$ cat config.mk
export PLATFORM = sky130hd
export DESIGN_NAME = ps2_fifo_sb_ctrl_flat
export DESIGN_NICKNAME = d
export VERILOG_FILES = /design/src/rtl/ps2_fifo_sb_ctrl_if.sv /design/src/rtl/ps2_fifo_sb_ctrl.sv /design/src/flat_wrapper.sv
export SDC_FILE = /design/constraint.sdc
export NUM_CORES = 1
export LEC_CHECK = 0
export ABC_AREA = 1
export BUFFER_PORTS_ARGS = -buffer_cell sky130_fd_sc_hd__buf_2
export CAP_MARGIN = 10
export CORE_ASPECT_RATIO = 0.75
export CORE_MARGIN = 2
export CORE_UTILIZATION = 30
export CTS_BUF_LIST = sky130_fd_sc_hd__clkbuf_8
export DETAILED_ROUTE_END_ITERATION = 8
export GPL_TIMING_DRIVEN = 0
export PLACE_DENSITY = 0.57
export SYNTH_ARGS = -nofsm -noshare
export SYNTH_HDL_FRONTEND = slang
export SYNTH_SLANG_ARGS = --single-unit
$ cat constraint.sdc
create_clock -name clk_i -period 3.78 [get_ports clk_i]
set_input_delay 0.567 -clock clk_i [delete_from_list [all_inputs] [get_ports clk_i]]
set_output_delay 0.567 -clock clk_i [all_outputs]
set_load 0.01 [all_outputs]
$ cat src/rtl/ps2_fifo_sb_ctrl_if.sv
`default_nettype none
// ============================================================================
// Module   : ps2_fifo_sb_ctrl_if
// Purpose  : System-bus and interrupt signals of the PS/2 keyboard FIFO block.
// Revision : 1.0 - initial release
// ============================================================================
interface ps2_fifo_sb_ctrl_if;
    logic [31:0] addr_i;
    logic        req_i;
    logic        write_enable_i;
    logic [31:0] write_data_i;
    logic [31:0] read_data_o;
    logic        interrupt_request_o;
    logic        interrupt_return_i;

    modport master (
        output addr_i, req_i, write_enable_i, write_data_i, interrupt_return_i,
        input  read_data_o, interrupt_request_o
    );

    modport slave (
        input  addr_i, req_i, write_enable_i, write_data_i, interrupt_return_i,
        output read_data_o, interrupt_request_o
    );
endinterface
`default_nettype wire

$ cat src/rtl/ps2_fifo_sb_ctrl.sv
`default_nettype none
// ============================================================================
// Module   : ps2_fifo_sb_ctrl
// Purpose  : PS/2 frame receiver with scan-code FIFO, status and masked IRQ.
// Revision : 1.0 - initial release
// ============================================================================
module ps2_fifo_sb_ctrl #(
    parameter int FIFO_DEPTH     = 8,
    parameter int TIMEOUT_CYCLES = 20000,
    parameter int SYNC_STAGES    = 2
) (
    input  wire logic          clk_i,
    input  wire logic          rst_i,
    ps2_fifo_sb_ctrl_if.slave  bus,
    input  wire logic          kclk_i,
    input  wire logic          kdata_i
);
    localparam int c_AW    = $clog2(FIFO_DEPTH);
    localparam int c_CNT_W = c_AW + 1;
    localparam int c_TO_W  = $clog2(TIMEOUT_CYCLES + 1);
    localparam logic [c_TO_W-1:0]  c_TO_LIMIT = c_TO_W'(TIMEOUT_CYCLES);
    localparam logic [c_CNT_W-1:0] c_DEPTH    = c_CNT_W'(FIFO_DEPTH);

    typedef enum logic [1:0] {
        ST_IDLE   = 2'd0,
        ST_DATA   = 2'd1,
        ST_PARITY = 2'd2,
        ST_STOP   = 2'd3
    } rx_state_t;

    // ---------------- synchronisers and edge detect ----------------
    logic [SYNC_STAGES-1:0] r_kclk_sync;
    logic [SYNC_STAGES-1:0] r_kdata_sync;
    logic                   r_kclk_last;
    logic                   w_kclk;
    logic                   w_kdata;
    logic                   w_fall;

    always_ff @(posedge clk_i) begin
        if (rst_i) begin
            r_kclk_sync  <= '1;
            r_kdata_sync <= '1;
            r_kclk_last  <= 1'b1;
        end else begin
            r_kclk_sync  <= {r_kclk_sync[SYNC_STAGES-2:0], kclk_i};
            r_kdata_sync <= {r_kdata_sync[SYNC_STAGES-2:0], kdata_i};
            r_kclk_last  <= w_kclk;
        end
    end

    assign w_kclk  = r_kclk_sync[SYNC_STAGES-1];
    assign w_kdata = r_kdata_sync[SYNC_STAGES-1];
    assign w_fall  = r_kclk_last & ~w_kclk;

    // ---------------- bus decode ----------------
    logic [23:0] w_addr;
    logic        w_rd;
    logic        w_wr;
    logic        w_flush;
    logic        w_unused;

    assign w_addr   = bus.addr_i[23:0];
    assign w_rd     = bus.req_i & ~bus.write_enable_i;
    assign w_wr     = bus.req_i &  bus.write_enable_i;
    assign w_flush  = w_wr && (w_addr == 24'h24) && (bus.write_data_i == 32'd1);
    assign w_unused = &{1'b0, bus.addr_i[31:24]};

    // ---------------- receiver FSM ----------------
    rx_state_t          r_state;
    rx_state_t          w_state_next;
    logic [2:0]         r_bit_idx;
    logic [7:0]         r_shift;
    logic               r_parity;
    logic [c_TO_W-1:0]  r_to_cnt;
    logic               w_frame_good;
    logic               w_frame_bad;
    logic               w_timeout;

    always_ff @(posedge clk_i) begin
        if (rst_i || w_flush) begin
            r_state <= ST_IDLE;
        end else begin
            r_state <= w_state_next;
        end
    end

    always_comb begin
        w_state_next = r_state;
        w_frame_good = 1'b0;
        w_frame_bad  = 1'b0;
        w_timeout    = 1'b0;
        if ((r_state != ST_IDLE) && !w_fall && (r_to_cnt == c_TO_LIMIT)) begin
            w_timeout    = 1'b1;
            w_state_next = ST_IDLE;
        end else if (w_fall) begin
            case (r_state)
                ST_IDLE:   if (!w_kdata) w_state_next = ST_DATA;
                ST_DATA:   if (r_bit_idx == 3'd7) w_state_next = ST_PARITY;
                ST_PARITY: w_state_next = ST_STOP;
                ST_STOP: begin
                    w_state_next = ST_IDLE;
                    // odd parity: XOR of data and parity bit must be 1
                    if (w_kdata && (^{r_shift, r_parity})) w_frame_good = 1'b1;
                    else                                   w_frame_bad  = 1'b1;
                end
                default:   w_state_next = ST_IDLE;
            endcase
        end
    end

    always_ff @(posedge clk_i) begin
        if (rst_i || w_flush) begin
            r_bit_idx <= 3'd0;
            r_shift   <= 8'd0;
            r_parity  <= 1'b0;
            r_to_cnt  <= '0;
        end else begin
            if ((r_state == ST_IDLE) || w_fall) begin
                r_to_cnt <= '0;
            end else if (r_to_cnt != c_TO_LIMIT) begin
                r_to_cnt <= r_to_cnt + 1'b1;
            end
            if (w_fall) begin
                case (r_state)
                    ST_IDLE:   r_bit_idx <= 3'd0;
                    ST_DATA: begin
                        r_shift   <= {w_kdata, r_shift[7:1]};
                        r_bit_idx <= r_bit_idx + 3'd1;
                    end
                    ST_PARITY: r_parity <= w_kdata;
                    default:   ;
                endcase
            end
        end
    end

    // ---------------- scan-code FIFO ----------------
    logic [7:0]         r_mem [FIFO_DEPTH];
    logic [c_AW-1:0]    r_wr_ptr;
    logic [c_AW-1:0]    r_rd_ptr;
    logic [c_CNT_W-1:0] r_count;
    logic [c_CNT_W-1:0] w_count_next;
    logic               w_full;
    logic               w_empty;
    logic               w_push;
    logic               w_pop;
    logic               w_ovf_evt;

    assign w_full    = (r_count == c_DEPTH);
    assign w_empty   = (r_count == '0);
    assign w_push    = w_frame_good & ~w_full;
    assign w_ovf_evt = w_frame_good &  w_full;
    assign w_pop     = w_rd && (w_addr == 24'h00) && !w_empty;

    always_comb begin
        w_count_next = r_count;
        if (w_push && !w_pop)      w_count_next = r_count + 1'b1;
        else if (!w_push && w_pop) w_count_next = r_count - 1'b1;
    end

    always_ff @(posedge clk_i) begin
        if (rst_i || w_flush) begin
            r_wr_ptr <= '0;
            r_rd_ptr <= '0;
            r_count  <= '0;
        end else begin
            if (w_push) r_wr_ptr <= r_wr_ptr + 1'b1;
            if (w_pop)  r_rd_ptr <= r_rd_ptr + 1'b1;
            r_count <= w_count_next;
        end
    end

    always_ff @(posedge clk_i) begin
        if (w_push) r_mem[r_wr_ptr] <= r_shift;
    end

    // ---------------- status, control, interrupt ----------------
    logic [2:0]  r_status;
    logic [2:0]  w_status_set;
    logic [2:0]  w_status_clr;
    logic        r_irq_en;
    logic        r_pending;
    logic        r_rearm;
    logic [31:0] r_read_data;

    assign w_status_set = {w_timeout, w_frame_bad, w_ovf_evt};
    assign w_status_clr = (w_wr && (w_addr == 24'h0C)) ? bus.write_data_i[2:0] : 3'b000;

    always_ff @(posedge clk_i) begin
        if (rst_i || w_flush) begin
            r_status <= 3'b000;
        end else begin
            r_status <= w_status_set | (r_status & ~w_status_clr);
        end
    end

    always_ff @(posedge clk_i) begin
        if (rst_i) begin
            r_irq_en <= 1'b1;
        end else if (w_wr && (w_addr == 24'h10)) begin
            r_irq_en <= bus.write_data_i[0];
        end
    end

    // a return with codes still queued re-raises the request one cycle later
    always_ff @(posedge clk_i) begin
        if (rst_i || w_flush) begin
            r_pending <= 1'b0;
            r_rearm   <= 1'b0;
        end else begin
            r_rearm <= bus.interrupt_return_i && (w_count_next != '0);
            if (bus.interrupt_return_i) r_pending <= 1'b0;
            else                        r_pending <= r_pending | w_push | r_rearm;
        end
    end

    always_ff @(posedge clk_i) begin
        if (rst_i) begin
            r_read_data <= 32'd0;
        end else if (w_rd) begin
            case (w_addr)
                24'h00:  r_read_data <= w_empty ? 32'd0 : {24'd0, r_mem[r_rd_ptr]};
                24'h04:  r_read_data <= {31'd0, ~w_empty};
                24'h08:  r_read_data <= {{(32-c_CNT_W){1'b0}}, r_count};
                24'h0C:  r_read_data <= {29'd0, r_status};
                24'h10:  r_read_data <= {31'd0, r_irq_en};
                default: r_read_data <= 32'd0;
            endcase
        end
    end

    assign bus.read_data_o         = r_read_data;
    assign bus.interrupt_request_o = r_pending & r_irq_en;

endmodule
`default_nettype wire
$ cat src/flat_wrapper.sv
// flat-port wrapper written by rule: the top's interface ports become plain ports
module ps2_fifo_sb_ctrl_flat 
#(
    parameter int FIFO_DEPTH     = 8,
    parameter int TIMEOUT_CYCLES = 20000,
    parameter int SYNC_STAGES    = 2
)
  (clk_i, rst_i, kclk_i, kdata_i, bus_addr_i, bus_req_i, bus_write_enable_i, bus_write_data_i, bus_interrupt_return_i, bus_read_data_o, bus_interrupt_request_o);
  ps2_fifo_sb_ctrl_if bus_i ();
  input  wire logic clk_i;
  input  wire logic rst_i;
  input  wire logic kclk_i;
  input  wire logic kdata_i;
  input wire logic [$bits(bus_i.addr_i)-1:0] bus_addr_i;
  input wire logic [$bits(bus_i.req_i)-1:0] bus_req_i;
  input wire logic [$bits(bus_i.write_enable_i)-1:0] bus_write_enable_i;
  input wire logic [$bits(bus_i.write_data_i)-1:0] bus_write_data_i;
  input wire logic [$bits(bus_i.interrupt_return_i)-1:0] bus_interrupt_return_i;
  output wire logic [$bits(bus_i.read_data_o)-1:0] bus_read_data_o;
  output wire logic [$bits(bus_i.interrupt_request_o)-1:0] bus_interrupt_request_o;
  assign bus_i.addr_i = bus_addr_i;
  assign bus_i.req_i = bus_req_i;
  assign bus_i.write_enable_i = bus_write_enable_i;
  assign bus_i.write_data_i = bus_write_data_i;
  assign bus_i.interrupt_return_i = bus_interrupt_return_i;
  assign bus_read_data_o = bus_i.read_data_o;
  assign bus_interrupt_request_o = bus_i.interrupt_request_o;
  ps2_fifo_sb_ctrl #(.FIFO_DEPTH(FIFO_DEPTH), .TIMEOUT_CYCLES(TIMEOUT_CYCLES), .SYNC_STAGES(SYNC_STAGES)) u_core (.clk_i(clk_i), .rst_i(rst_i), .bus(bus_i), .kclk_i(kclk_i), .kdata_i(kdata_i));
endmodule
### Word level (Yosys, flattened, before mapping)

Memory sizes are Yosys's and may differ from the RTL's. A register that Yosys moved wholly into a read port is not among the register bits.
Index checks and enable logic that the tools add are counted.

| operators by class | value |
|---|---|
| add/subtract/negate cells | 6 |
| equal/unequal tests | 15 |
| mux-type cells | 22 |
| bitwise logic cells | 15 |
| reduce and logical (&&, ||, !) cells | 32 |

Operators with widths:

| kind | count |
|---|---|
| 32-bit case mux with 5 select lines | 1 |
| 24-bit by 4-bit == test with 1-bit output (second input constant) | 2 |
| 32-bit by 1-bit == test with 1-bit output (second input constant) | 1 |
| 24-bit by 3-bit == test with 1-bit output (second input constant) | 1 |
| 24-bit by 5-bit == test with 1-bit output (second input constant) | 1 |
| 24-bit by 6-bit == test with 1-bit output (second input constant) | 1 |
| 24-bit zero test | 1 |
| 15-bit by 1-bit adder with 15-bit output (second input constant) | 1 |
| 15-bit == test (second input constant) | 1 |
| 15-bit != test (second input constant) | 1 |
| 1-bit logical AND | 12 |
| 1-bit 2-to-1 mux | 11 |
| 3-bit by 1-bit adder with 3-bit output (second input constant) | 3 |
| 3-bit 2-to-1 mux | 3 |
| 9-bit XOR reduction | 1 |
| 4-bit 2-to-1 mux | 2 |
| 8-bit 2-to-1 mux | 1 |
| 2-bit case mux with 4 select lines | 1 |
| 1-bit AND | 6 |
| 3-bit case mux with 2 select lines | 1 |
| 2-bit AND reduction | 3 |
| 2-bit OR reduction | 3 |
| 4-bit by 1-bit adder with 4-bit output (second input constant) | 1 |
| 2-bit == test (second input constant) | 2 |
| 19 further kinds | 29 |

| storage, ports and cells | value |
|---|---|
| bits in registers | 82 |
| bits in writable memories | 64 |
| word-level logic and storage cells | 107 |
| memories | 1 |

Memories:

| memory | depth | width | read ports | clocked after Yosys merged registers in | wr ports | RTL line | RTL |
|---|---|---|---|---|---|---|---|
| u_core.r_mem | 8 | 8 | 1 | 1 | 1 | ps2_fifo_sb_ctrl.sv:138 | `logic [7:0] r_mem [FIFO_DEPTH];` |

### Logic depth before layout (Yosys ltp)

Gate-level depths: netlist of the first run.

| depth | value |
|---|---|
| depth in word-level cells | 13 |
| depth in mapped cells | 17 |

### Least setup slack after synthesis of the first run

OpenSTA, ideal clock, no wires.

| timing | value |
|---|---|
| path kind | register to register |
| from | register u_core.r_shift[1] |
| to | memory u_core.r_mem[2][0], enable pin |
| library setup time | 0.395 ns |
| arrival | 2.129 ns |
| required time | 3.385 ns |
| slack | 1.257 ns |
| stages on the path, launching flop included | 12 |
| cells stage by stage | dfxtp_1 nor2_1 nor2_2 nand2_1 nand2_1 nand2_1 nand2_1 nand2_1 nand2_1 nand4_4 buf_2 nor4_1 |

| on the way | value |
|---|---|
| word-level cells in the longest chain between the ends | 9 |

Ends and longest elaborated chain:

| what | RTL line | RTL |
|---|---|---|
| from (decl) | ps2_fifo_sb_ctrl.sv:72 | `logic [7:0] r_shift;` |
| from (signal assigned) | ps2_fifo_sb_ctrl.sv:127 | `r_shift <= {w_kdata, r_shift[7:1]};` |
| 9-bit XOR reduction | ps2_fifo_sb_ctrl.sv:103 | `if (w_kdata && (^{r_shift, r_parity})) w_frame_good = 1'b1;` |
| 1-bit logical AND | ps2_fifo_sb_ctrl.sv:103 |  |
| 1-bit 2-to-1 mux | ps2_fifo_sb_ctrl.sv:103 |  |
| 1-bit 2-to-1 mux | ps2_fifo_sb_ctrl.sv:96 | `case (r_state)` |
| 1-bit 2-to-1 mux | ps2_fifo_sb_ctrl.sv:95 | `end else if (w_fall) begin` |
| 1-bit 2-to-1 mux | ps2_fifo_sb_ctrl.sv:92 | `if ((r_state != ST_IDLE) && !w_fall && (r_to_cnt == c_TO_LIMIT)) begin` |
| 1-bit AND | ps2_fifo_sb_ctrl.sv:151 | `assign w_push = w_frame_good & ~w_full;` |
| 1-bit 2-to-1 mux | ps2_fifo_sb_ctrl.sv:174 | `if (w_push) r_mem[r_wr_ptr] <= r_shift;` |
| 1-bit 2-to-1 mux (not written as such) | ps2_fifo_sb_ctrl.sv:174 |  |
| to (decl) | ps2_fifo_sb_ctrl.sv:138 |  |

No other way between the ends.

### Final worst setup path of the first run

| timing | value |
|---|---|
| from | register u_core.r_shift[1] |
| to | memory u_core.r_mem[7][3], enable pin |

The elaborated chain is that of the path after synthesis.

==> impl_metrics.ini, run 1 <==
[detailed_routing]
detail_route.wl_per_cell_um = 13.2
drc = 7
postRouteWirelength_um = 13800
via_per_inst = 4.44
postRouteAntennaNets = 0
drtPass1Iterations = 7
vias = 4656
drt_iter0_drc = 375

[timing]
finalCritPeriodShare = 0.762
hold_ws_ns = 0.309
worstMarginPinSlew_ns = 0.849
hold_violations = 0
fin_skew_ns = 0.0146
final.setup.tns_ns = 0
drv_slew = 0
fin_crit_ns = 2.88
final.setup.worst_slack_ns = 0.898
rsz0062_at_grt = false
max_slew_margin = 0.432
clock.fmax_mhz = 347
setup_viol_count_final = 0

[clocking]
numCtsBuffers = 17
clock-sinks = 125
clk_latency_ns = 0.44
cts-root-buf = clkbuf_8
clockBufferDepth = 2
cts_setup_buffers = 0
cts.reportedPaths.clkPinSlew_ns = 0.08
cts_hold_buf = 0
htree_levels = 4
cts_tree = yes
cts_resized = 0

[global_route]
grt_usage = 0.131
grt_max_degree = 17
overflow = 0
antenna_found_initial = 0
grt_pass1_wl_um = 21800
grt_pass1_vias = 4039

[placement]
dp.cells = 1015
globalplace.congestion = 0.792
numPortBuffers = 71
dpl.hpwl_um = 10100
placed_area_mm2 = 0.00678
pre_cts_slack_ns = 0.770

[final_layout]
final_area_mm2 = 0.00716
area_growth_syn_to_layout_pct = 19.5
finalNonFillerCells = 1048
layout_commonest_cell = nand2_1
drive_gt1_frac = 0.216
final_cell_mix = nand2_1 (119), buf_2 (76), nor2_1 (71)
post-route-util = 0.367
diodes = 0
nets = 865

[setup_path]
critPathLaunchType = flip-flop
critPathKind = reg2reg
worstPathMaxFanout = 13
critPathRequiredTime_ns = 3.85
regToRegStartpoint = u_core.r_shift[1]
worstPathArrival_ns = 2.95
reg2reg_depth = 13
r2r_slack_ns = 0.90
r2r-end = u_core.r_mem[7][3]
critical_path.endpoint_type = flip-flop

[flow_run]
drv_cap = 0

[outcome]
status = finished with violations
violations = DRC

[worst_hold_path]
holdPathEnd = u_core.r_kclk_sync[0]
hold_depth = 2
min_from = kclk_i
hp-class = in2reg

[power]
p_leak_nw = 2.83
finalPower_mw = 2.69
ir_drop_uv = 184
power_density_mw_per_mm2 = 375

[floorplanning]
coreArea_mm2 = 0.0195
initial_core_util = 0.307
io_pins = 104
die_w_um = 167
dieArea_mm2 = 0.0211
rows = 44
die_h_um = 126

[synth]
syn-cell-area_mm2 = 0.00599
syn_avg_cell_area_um2 = 9.00
yosysSeqAreaShare = 0.525
synthFlopType = edfxtp_1
synth_top_cells_by_area = edfxtp_1 (32%), dfxtp_1 (20%), nand2_1 (7.5%)
synth.distinct_cells = 44
yosys.area.top_type = edfxtp_1
ys_seq_elements = 125
yosysTopAreaCellShare = 0.321
yosys_warnings = 0
syn_inst = 666
synthArstFlopShare = 0
synth_edf_count = 64
-- flip-flops by register name (all words and copies together), names as in the netlist, named ones only --
register,flops
u_core.r_mem,64
u_core.r_to_cnt,15
u_core.bus.read_data_o,8
u_core.r_shift,8
u_core.r_count,4
u_core.r_bit_idx,3
u_core.r_rd_ptr,3
u_core.r_status,3
u_core.r_wr_ptr,3
u_core.r_kclk_sync,2
u_core.r_kdata_sync,2
u_core.r_state,2
u_core.r_irq_en,1
u_core.r_kclk_last,1
u_core.r_parity,1
u_core.r_pending,1
u_core.r_rearm,1
-- power breakdown --
group / total (mW) / internal (mW) / switching [mW]
combinational: 0.124 / 0.0567 / 0.0676
clock: 1.14 / 0.583 / 0.559
sequential: 1.42 / 1.42 / 0.00419
-- worst max-delay path: stages, from the launching register on --
cell and delay [ns]:
dfxtp_1 0.61, nor2_1 0.11, nor2_2 0.14, nand2_1 0.08, nand2_1 0.07, nand2_1 0.06, nand2_1 0.05, nand2_1 0.05
nand2_1 0.11, nand4_4 0.14, buf_2 0.24, nor2_1 0.13, inv_2 0.07, nor2_1 0.65
-- Yosys cell counts, types with 2 or more instances --
cell type / number
inv_1: 65
nand3_2: 4
o22ai_1: 8
o21ai_0: 39
or4_1: 3
nor2_1: 71
mux2i_1: 8
o221ai_1: 8
buf_4: 24
nand2_4: 2
xor2_1: 10
a21oi_1: 43
nand2_1: 119
nor3_1: 10
nand2_2: 4
inv_2: 5
a211oi_1: 2
nand4_4: 2
or2_2: 6
edfxtp_1: 64
nor2_2: 4
nor3b_1: 2
dfxtp_1: 61
nor2_4: 3
nor4_1: 7
ha_1: 12
nor3_2: 2
clkbuf_1: 9
nand3_1: 43
nand4_1: 8
nor4_2: 2
buf_2: 4
-- how the worst max path moves through the flow --
stage | start | to | cells after the start
6_report | u_core.r_shift[1] | u_core.r_mem[7][3] | 13
5_1_grt | u_core.r_shift[0] | u_core.r_mem[7][6] | 13
4_1_cts | u_core.r_shift[1] | u_core.r_mem[0][7] | 11
3_5_place_dp | u_core.r_shift[1] | u_core.r_mem[0][5] | 11
3_3_place_gp | u_core.r_shift[1] | u_core.r_mem[2][4] | 11
2_1_floorplan | u_core.r_shift[1] | u_core.r_mem[2][0] | 11
-- area by class of cell --
cell class	count	area [µm²]
Buffer	39	249
Clock buffer	17	234
Clock inverter	15	146
Fill cell	1986	12300
Inverter	71	267
Multi-Input combinational cell	454	2430
Sequential cell	125	3140
Tap cell	253	317
Timing Repair Buffer	74	375
-- per-layer routing --
metal  global-route usage  part of all wire
met1                0.203              0.54
met4               0.0379             0.014
met3               0.0353             0.051
met5                    0                 0
met2                0.174              0.40
-- cells by family (layout without fill, tap and decap cells) --
family | Yosys count | after routing | share of synthesized area
mux | 8 | 8 | 0.0134
other cells | 1 | 24 | 0.000626
simple gates | 295 | 295 | 0.238
flops | 125 | 125 | 0.525
compound gates | 104 | 104 | 0.0963
fa+ha+maj | 12 | 12 | 0.0251
buf+inv | 110 | 216 | 0.0860
xor+xnor | 11 | 11 | 0.0161
No activity file was read; power rests on OpenSTA's default activity.
==> run 2, diff against run 1 <==
==> constraint.sdc (replaced) <==
create_clock -name clk_i -period 2.8 [get_ports clk_i]
set_input_delay 0.42 -clock clk_i [delete_from_list [all_inputs] [get_ports clk_i]]
set_output_delay 0.42 -clock clk_i [all_outputs]
set_load 0.01 [all_outputs]
==> run 2 against run 1 <==
Net effect: the flow still finishes with violations (DRC); core utilization increased by 0.24 points; worst hold slack got worse by 0.15 ns; total power increased by 35%; count of clock-buffer cells in the layout unchanged; global-route usage about the same; via count increased by 1.0%; sequential power increased by 35%; critical path type unchanged; critical endpoint is now u_core.r_mem[5][3]; highest routed layer unchanged.
==> impl_metrics.ini, run 2 (synthesized netlist as in run 1, its figures left out) <==
[setup_path]
crit_top_cell = nand2_1
cpPeakStageDelay_ns = 0.63
path_cells = inv_1, nand2_1, nand2_1, nand2_1, nand2_2, inv_1, nand2_1, nand2_1, nand4_4, buf_2, nor2_1, inv_2, nor2_2
worstPathArrival_ns = 2.73
critPathRequiredTime_ns = 2.89
critPathLaunchType = flip-flop
critical_path.endpoint_type = flip-flop
critPathKind = reg2reg
cpMaxStageDelayCell = dfxtp_1
critPathBufInv = 4
cpLargestDelayFamily = simple AND/OR/NAND/NOR gates
worstPathMaxFanout = 13

[power]
switching_share = 0.235
comb_power_share = 0.046
p_sw_mw = 0.851
clkPwrFrac = 0.425
p_int_mw = 2.77
power_density_mw_per_mm2 = 503
p_seq_frac = 0.529
ir_drop_uv = 245
p_leak_nw = 2.83

[detailed_routing]
drt_iter0_drc = 397
via_per_inst = 4.49
vias = 4704
detail_route.wl_per_cell_um = 13.3
postRouteWirelength_um = 13900
drc = 7
postRouteAntennaNets = 0
drtPass1Iterations = 7

[final_layout]
largest_reg_flops = 64
nets = 865
area_growth_syn_to_layout_pct = 20.3
drive_gt1_frac = 0.226
final_cell_mix = nand2_1 (119), buf_2 (75), nor2_1 (68)
layout_commonest_cell = nand2_1
reg.largest.list = u_core.r_mem: 64 flops, u_core.r_to_cnt: 15 flops
top_register = u_core.r_mem
diodes = 0
final_area_mm2 = 0.00721

[clocking]
cts-root-buf = clkbuf_8
numCtsBuffers = 17
clk_latency_ns = 0.44
clockBufferDepth = 2
cts.reportedPaths.clkPinSlew_ns = 0.08
htree_levels = 4
clock-sinks = 125
cts_tree = yes
cts_hold_buf = 0

[floorplanning]
die_h_um = 126
coreArea_mm2 = 0.0195
io_pins = 104
initial_core_util = 0.307
rows = 44
dieArea_mm2 = 0.0211
die_w_um = 167

[timing]
final.setup.tns_ns = 0
hold_violations = 0
fin_crit_ns = 2.65
clock.fmax_mhz = 378
fin_skew_ns = 0.0156
max_slew_margin = 0.470
worstMarginPinSlew_ns = 0.791
drv_slew = 0
rsz0062_at_grt = true
finalCritPeriodShare = 0.945
setup_viol_count_final = 0

[worst_hold_path]
hp-class = in2reg

[placement]
dpl.hpwl_um = 10100
placed_area_mm2 = 0.00678
globalplace.congestion = 0.792
numPortBuffers = 71

[outcome]
status = finished with violations
violations = DRC

[global_route]
antenna_found_initial = 0
overflow = 0
grt_usage = 0.131
grt_max_degree = 17
grt_pass1_wl_um = 21800
grt_pass1_vias = 4056

[flow_run]
drv_cap = 0
[run 2: cell count changes in the layout (fill, tap and decap cells not counted)]
cell	previous run	this run
nor3_2	3	4
dfxtp_1	61	58
buf_2	76	75
dfxtp_2	0	3
nor2_1	71	68
buf_12	0	1
nor2_4	3	4
nor3_4	1	2
nor2_2	4	6
nor3_1	9	7
[run 2: worst paths after layout]
check,from,endpoint,slack [ns],depth (start not counted)
worst max-delay path,u_core.r_shift[5],u_core.r_mem[5][3],0.15,13
worst min-delay path,kclk_i,u_core.r_kclk_sync[0],0.16,2
worst max register to register,u_core.r_shift[5],u_core.r_mem[5][3],0.15,13
worst min register to register,u_core.r_kdata_sync[0],u_core.r_kdata_sync[1],0.42,1
[run 2: stage by stage]
| step | util | hold slack (ns) | std cells | setup slack [ns] | total power [mW] |
|---|---|---|---|---|---|
| floorplan | - | 0.389 | 689 | 0.277 | 2.06 |
| global placement | 0.346 | 0.408 | 1013 | -0.571 | 2.12 |
| detailed placement | 0.348 | 0.403 | 1015 | -0.210 | 2.13 |
| CTS | 0.368 | 0.146 | 1047 | 0.0305 | 3.65 |
| global route | 0.370 | 0.127 | 1048 | -0.136 | 3.77 |
| finish | 0.370 | 0.160 | 1048 | 0.154 | 3.63 |
[run 2: power by group through the flow]
stage,combinational (mW),clock [mW],sequential (mW)
finish,0.168,1.54,1.92
global route,0.184,1.67,1.92
CTS,0.166,1.56,1.92
detailed placement,0.166,0,1.96
global placement,0.165,0,1.96
floorplan,0.0994,0,1.96
[run 2: layer usage]
metal | vias up | wire length (µm) | GRT usage
met5 | - | 0 | 0
met2 | 123 | 5620 | 0.176
met1 | 2111 | 7200 | 0.201
met4 | 0 | 191 | 0.0379
met3 | 13 | 878 | 0.0353
li1 | 2457 | - | -
[run 2: worst reg2reg max path: stages (launching register included)]
cell and delay (ns):
dfxtp_1 0.63, inv_1 0.12, nand2_1 0.08, nand2_1 0.05
nand2_1 0.08, nand2_2 0.08, inv_1 0.05, nand2_1 0.04
nand2_1 0.11, nand4_4 0.15, buf_2 0.25, nor2_1 0.14
inv_2 0.10, nor2_2 0.42
[run 2: area by class of cell]
type	count	area, µm²
tap	253	317
fill	1975	12300
inverter	71	267
buffer	39	249
timing repair buffer	74	390
clock buffer	17	234
sequential	125	3150
multi-input combinational	454	2460
clock inverter	15	146
[run 2: what timing repair did]
action | 4_1_cts | 5_1_grt
setup buffers | 0 | 1
gates resized for setup | 5 | 5
pin swaps | 0 | 0
setup endpoints to repair | 32 | 58
hold endpoints to repair | 0 | 0
